File: config.mk
export PLATFORM = sky130hd
export DESIGN_NAME = uart_tx_sched
export DESIGN_NICKNAME = d
export VERILOG_FILES = /design/src/rtl/uart_pkg.sv /design/src/rtl/rr_arbiter.sv /design/src/rtl/uart_tx_sched.sv
export SDC_FILE = /design/constraint.sdc
export NUM_CORES = 1
export LEC_CHECK = 0
export ABC_CLOCK_PERIOD_IN_PS = 2550
export CORE_ASPECT_RATIO = 0.6
export CORE_MARGIN = 2
export CORE_UTILIZATION = 50
export CTS_BUF_LIST = sky130_fd_sc_hd__clkbuf_8
export CTS_CLUSTER_SIZE = 20
export DETAILED_ROUTE_END_ITERATION = 8
export GPL_ROUTABILITY_DRIVEN = 0
export GPL_TIMING_DRIVEN = 0
export PLACE_DENSITY = 0.82
export SLEW_MARGIN = 20
export SYNTH_ARGS = -nofsm -noshare
export SYNTH_HDL_FRONTEND = slang
export SYNTH_SLANG_ARGS = --single-unit
File: constraint.sdc
create_clock -name clk -period 2.55 [get_ports clk]
set_input_delay 0.6375 -clock clk [delete_from_list [all_inputs] [get_ports clk]]
set_output_delay 0.6375 -clock clk [all_outputs]
set_load 0.02 [all_outputs]
File: src/rtl/uart_pkg.sv
// Shared definitions for the UART transmit scheduler: FSM state encoding and byte width.
package uart_pkg;

    localparam int UART_DW = 8;

    typedef enum logic [1:0] {
        IDLE      = 2'd0,
        LAUNCH    = 2'd1,
        WAIT_LOW  = 2'd2,
        WAIT_HIGH = 2'd3
    } state_e;

endpackage

File: src/rtl/rr_arbiter.sv
// Combinational round-robin pick: the first asserted request at or after ptr_i, wrapping to 0.
module rr_arbiter #(
    parameter int NREQ = 4,
    parameter int PW   = (NREQ > 1) ? $clog2(NREQ) : 1
) (
    input  logic [NREQ-1:0] req_i,
    input  logic [PW-1:0]   ptr_i,
    output logic [NREQ-1:0] gnt_oh_o,
    output logic [PW-1:0]   gnt_idx_o,
    output logic            any_o
);

    logic [PW:0]   sum;
    logic [PW-1:0] idx;

    // Walk from the farthest offset down so the nearest requester overwrites the result last.
    always_comb begin
        gnt_oh_o  = '0;
        gnt_idx_o = '0;
        any_o     = 1'b0;
        sum       = '0;
        idx       = '0;
        for (int off = NREQ - 1; off >= 0; off--) begin
            sum = {1'b0, ptr_i} + (PW + 1)'(off);
            if (sum >= (PW + 1)'(NREQ)) begin
                sum = sum - (PW + 1)'(NREQ);
            end
            idx = sum[PW-1:0];
            if (req_i[idx]) begin
                gnt_oh_o      = '0;
                gnt_oh_o[idx] = 1'b1;
                gnt_idx_o     = idx;
                any_o         = 1'b1;
            end
        end
    end

endmodule

File: src/rtl/uart_tx_sched.sv
// Shares one UART transmitter among NREQ byte sources, round-robin per message,
// keeping multi-byte messages contiguous on the line.
module uart_tx_sched
    import uart_pkg::*;
#(
    parameter int NREQ    = 4,
    parameter int DW      = UART_DW,
    parameter int BUSY_TO = 15
) (
    input  logic               clk,
    input  logic               rst,
    input  logic [NREQ-1:0]    req_valid,
    input  logic [NREQ*DW-1:0] req_data,
    input  logic [NREQ-1:0]    req_last,
    output logic [NREQ-1:0]    req_ack,
    output logic [DW-1:0]      tx_data,
    output logic               tx_start,
    input  logic               tx_ready,
    output logic               busy,
    output logic               err_to
);

    localparam int PW = $clog2(NREQ);
    localparam int CW = (BUSY_TO > 0) ? $clog2(BUSY_TO + 1) : 1;
    localparam logic [PW-1:0] LAST_IDX = PW'(NREQ - 1);
    localparam logic [CW-1:0] CNT_MAX  = CW'(BUSY_TO);

    state_e          state_q, state_d;
    logic [DW-1:0]   data_q, data_d;
    logic [NREQ-1:0] gnt_oh_q, gnt_oh_d;
    logic [PW-1:0]   gnt_idx_q, gnt_idx_d;
    logic            last_q, last_d;
    logic            lock_q, lock_d;
    logic [NREQ-1:0] owner_oh_q, owner_oh_d;
    logic [PW-1:0]   ptr_q, ptr_d;
    logic [CW-1:0]   cnt_q, cnt_d;
    logic            err_q, err_d;

    logic [DW-1:0]   req_bytes [NREQ];
    logic [NREQ-1:0] elig;
    logic [NREQ-1:0] arb_oh;
    logic [PW-1:0]   arb_idx;
    logic            arb_any;

    always_comb begin
        for (int i = 0; i < NREQ; i++) begin
            req_bytes[i] = req_data[i*DW +: DW];
        end
    end

    // While a message is open only its owner may be granted, whatever ptr says.
    assign elig = lock_q ? (req_valid & owner_oh_q) : req_valid;

    rr_arbiter #(
        .NREQ (NREQ),
        .PW   (PW)
    ) u_arb (
        .req_i     (elig),
        .ptr_i     (ptr_q),
        .gnt_oh_o  (arb_oh),
        .gnt_idx_o (arb_idx),
        .any_o     (arb_any)
    );

    always_ff @(posedge clk or negedge rst) begin
        if (!rst) begin
            state_q    <= IDLE;
            data_q     <= '0;
            gnt_oh_q   <= '0;
            gnt_idx_q  <= '0;
            last_q     <= 1'b0;
            lock_q     <= 1'b0;
            owner_oh_q <= '0;
            ptr_q      <= '0;
            cnt_q      <= '0;
            err_q      <= 1'b0;
        end else begin
            state_q    <= state_d;
            data_q     <= data_d;
            gnt_oh_q   <= gnt_oh_d;
            gnt_idx_q  <= gnt_idx_d;
            last_q     <= last_d;
            lock_q     <= lock_d;
            owner_oh_q <= owner_oh_d;
            ptr_q      <= ptr_d;
            cnt_q      <= cnt_d;
            err_q      <= err_d;
        end
    end

    always_comb begin
        state_d    = state_q;
        data_d     = data_q;
        gnt_oh_d   = gnt_oh_q;
        gnt_idx_d  = gnt_idx_q;
        last_d     = last_q;
        lock_d     = lock_q;
        owner_oh_d = owner_oh_q;
        ptr_d      = ptr_q;
        cnt_d      = cnt_q;
        err_d      = err_q;
        unique case (state_q)
            IDLE: begin
                if (tx_ready && arb_any) begin
                    gnt_oh_d  = arb_oh;
                    gnt_idx_d = arb_idx;
                    data_d    = req_bytes[arb_idx];
                    last_d    = req_last[arb_idx];
                    state_d   = LAUNCH;
                end
            end
            LAUNCH: begin
                if (!last_q) begin
                    lock_d     = 1'b1;
                    owner_oh_d = gnt_oh_q;
                end else begin
                    lock_d = 1'b0;
                    ptr_d  = (gnt_idx_q == LAST_IDX) ? '0 : gnt_idx_q + PW'(1);
                end
                cnt_d   = '0;
                state_d = WAIT_LOW;
            end
            WAIT_LOW: begin
                // A tx block that never goes busy is treated as having sent the byte.
                if (!tx_ready) begin
                    state_d = WAIT_HIGH;
                end else if (cnt_q == CNT_MAX) begin
                    err_d   = 1'b1;
                    state_d = IDLE;
                end else begin
                    cnt_d = cnt_q + CW'(1);
                end
            end
            WAIT_HIGH: begin
                if (tx_ready) begin
                    state_d = IDLE;
                end
            end
            default: state_d = IDLE;
        endcase
    end

    assign tx_start = (state_q == LAUNCH);
    assign req_ack  = tx_start ? gnt_oh_q : '0;
    assign tx_data  = data_q;
    assign busy     = (state_q != IDLE);
    assign err_to   = err_q;

endmodule

==> flow_metrics.env, run 1 <==
export IMPL_synth_flop_cell="dfrtp_1"
export IMPL_cts_root_buf="clkbuf_8"
export IMPL_hold_viol=0
export IMPL_whs_ns=0.384
export IMPL_n_antenna_cell=0
export IMPL_yosysUniqueCellTypes=50
export IMPL_endpoint_kind="register"
export IMPL_rr_worst_depth=9
export IMPL_grt_pass1_wl_mm=10.7
export IMPL_sw_frac_of_total_pct=47.4
export IMPL_nFillCells=256
export IMPL_seq_area_um2=728
export IMPL_ios=58
export IMPL_finalWorstSetupSlack_ns=0.0295
export IMPL_relSlewSlack_pct=53.5
export IMPL_synth_area_leader_cell="dfrtp_1"
export IMPL_ir_drop_mv=0.739
export IMPL_worstPathArrival_ns=2.68
export IMPL_setup_worst_path_start="req_valid[1]"
export IMPL_status="finished clean"
export IMPL_drive_above_1_share_pct=24.4
export IMPL_via_per_inst=6.27
export IMPL_netlist_area_um2=2220
export IMPL_track_usage_pct=26.7
export IMPL_hold_buffers=0
export IMPL_finalNetCount=381
export IMPL_coreArea_um2=4190
export IMPL_fin_crit_sh_pct=98.8
export IMPL_first_global_vias=2218
export IMPL_dp_slack_ns=-0.876
export IMPL_fin_skew_ns=0.00667
export IMPL_start_util_pct=52.9
export IMPL_p_switching_mw=2.45
export IMPL_dp_cells=358
export IMPL_tns_ns=0
export IMPL_startpoint_type="input port"
export IMPL_maxCapViolCount=0
export IMPL_tightestPinTransition_ns=0.698
export IMPL_synthArstFlopShare_pct=100
export IMPL_p_leak_nw=1.47
export IMPL_htree_num_levels=2
export IMPL_antenna_found_initial=0
export IMPL_ys_top_cells_by_area="dfrtp_1 33%, ha_1 8.5%, nand2_1 6.4%, mux2_2 5.1%, mux2i_1 5.0%"
export IMPL_instances_no_fill=384
export IMPL_p_clk_share_pct=8.1
export IMPL_area_delta_synth_final_pct=49.9
export IMPL_combPwrFrac_pct=76.0
export IMPL_setup_worst_path_class="in -> reg"
export IMPL_firstDrtPassIters=6
export IMPL_synth_seq_cells=29
export IMPL_hold_path_class="in -> async"
export IMPL_syn_num_nets=300
export IMPL_synth_top_area_share_pct=32.7
export IMPL_clkSinkCount=29
export IMPL_io_buffer_count=56
export IMPL_synth_most_common_cell="nand2_1"
export IMPL_reg2reg_from="ptr_q[0]$_DFFE_PN0P_"
export IMPL_tritoncts="yes"
export IMPL_crit_required_ns=2.71
export IMPL_yosys_top_cells_count="38 x nand2_1, 29 x dfrtp_1, 15 x ha_1"
export IMPL_final_setup_viol_count=0
export IMPL_avgSynthCellArea_um2=9.16
export IMPL_syn_inst=242
export IMPL_fp_row_count=18
export IMPL_clock_path_buffers=2
export IMPL_die_height_um=55.6
export IMPL_critPathMaxFanout=9
export IMPL_synth_edf_count=0
export IMPL_yosysSeqAreaShare_pct=32.7
export IMPL_grt_max_degree=30
export IMPL_path_clk_slew_ns=0.07
export IMPL_p_per_area_nw_per_um2=1560
export IMPL_first_iter_violations=226
export IMPL_wl_per_cell_um=19.9
export IMPL_die_w_um=90.0
export IMPL_ant_nets=0
export IMPL_fin_crit_ns=2.52
export IMPL_via_count=2407
export IMPL_numCtsBuffers=5
export IMPL_yosys_warnings=0
export IMPL_dieArea_um2=5000
export IMPL_slew_violations=0
export IMPL_wl_mm=7.66
export IMPL_clkLatencyLatePin_ns=0.29
export IMPL_dpl_hpwl_mm=4.57
export IMPL_internal_power_mw=2.72
export IMPL_overflow=0
export IMPL_route_detailed_drc=0
export IMPL_multi_input_area_um2=1610
export IMPL_power_frac_seq_pct=15.9
export IMPL_max_freq_ghz=0.397
[placed cells by master (no fill, tap or decap), types with 5 or more instances in the layout]
cell type	synthesis	layout
a211oi_1	13	10
a21oi_1	10	10
and2_1	5	5
and3_1	9	9
buf_4	2	16
clkbuf_8	0	6
clkdlybuf4s50_1	0	49
dfrtp_1	29	27
ha_1	15	13
inv_1	9	7
mux2_2	10	10
mux2i_1	11	8
nand2_1	38	37
nor2_1	8	6
o21ai_0	12	12
o21ai_1	7	7
o22ai_2	0	5
[final timing paths]
path	endpoint	slack, ns
min in group clk	err_to$_DFFE_PN0P_	0.48
max in group asynchronous	ptr_q[1]$_DFFE_PN0P_	1.67
max	tx_data[3]$_DFFE_PN0P_	0.03
min reg2reg	err_to$_DFFE_PN0P_	0.48
max reg2reg	tx_data[6]$_DFFE_PN0P_	0.03
min	state_q[1]$_DFFE_PN0P_	0.38
[worst max-delay path, cell delays in order]
cell and delay [ns]:
dlygate4sd2_1 0.25, and2_1 0.15, a32o_2 0.25, buf_4 0.14, o21bai_1 0.18, a22oi_1 0.49
nand3_4 0.27, o22ai_1 0.22, a211oi_1 0.08
[cells by family (layout without fill, tap and decap cells)]
| kind of cell | count (synthesis) | count (layout) | synth area share (%) |
|---|---|---|---|
| AO/OA/AOI/OAI | 74 | 75 | 23.8 |
| adder cells (fa/ha/maj) | 15 | 15 | 8.47 |
| buffers and inverters | 18 | 98 | 4.29 |
| flip-flops | 29 | 29 | 32.7 |
| multiplexers | 27 | 27 | 13.8 |
| AND/OR/NAND/NOR | 79 | 80 | 17.0 |
[routing by layer]
layer,GRT usage (%),share of wire (%),vias to the layer above
met2,41.5,45,148
li1,-,-,1058
met1,37.8,42,1163
met4,7.47,3.5,0
met3,6.23,9.8,38
met5,0,0,-
[state kept, by name (all words and copies together) (netlist names)]
signal      count
owner_oh_q      4
err_to          1
gnt_oh_q        4
state_q         2
tx_data         8
lock_q          1
ptr_q           2
cnt_q           4
last_q          1
gnt_idx_q       2
[stage by stage]
step           cell area [µm²]  power, mW  util, %
2_1_floorplan             2220       2.77        -
3_3_place_gp              2850       3.45     68.1
3_5_place_dp              2850       3.53     68.0
4_1_cts                   3100       4.46     74.0
5_1_grt                   3320       5.42     79.4
6_report                  3320       5.17     79.4
[cell type report]
type                            count  area share [%]
Multi-Input combinational cell    197            48.4
Tap cell                           60            2.26
Timing Repair Buffer               74            22.2
Buffer                              5            1.13
Inverter                           11            1.24
Sequential cell                    29            21.9
Clock buffer                        6            2.48
Clock inverter                      2           0.414
[power groups by stage]
stage               Sequential, mW  Combinational, mW  Clock, mW
floorplan                    0.843               1.93          0
global placement             0.804               2.64          0
detailed placement           0.812               2.72          0
CTS                          0.811               3.23      0.418
global route                 0.846               4.13      0.443
finish                       0.824               3.93      0.419
[what timing repair did]
action / CTS / global route
pin swaps: 4 / 7
setup buffers: 9 / 8
endpoints found under the setup margin: 16 / 15
gates resized for setup: 18 / 31
cloned: 1 / 2
Note: power is estimated with default switching activity, not from simulation.
==> run 2, diff against run 1 <==
--- a/config.mk
+++ b/config.mk
@@ -5,7 +5,6 @@
 export SDC_FILE = /design/constraint.sdc
 export NUM_CORES = 1
 export LEC_CHECK = 0
-export ABC_CLOCK_PERIOD_IN_PS = 2550
 export CORE_ASPECT_RATIO = 0.6
 export CORE_MARGIN = 2
 export CORE_UTILIZATION = 50
==> results of run 2 <==
The final DEF is identical to that of run 1; final timing and power are the same.
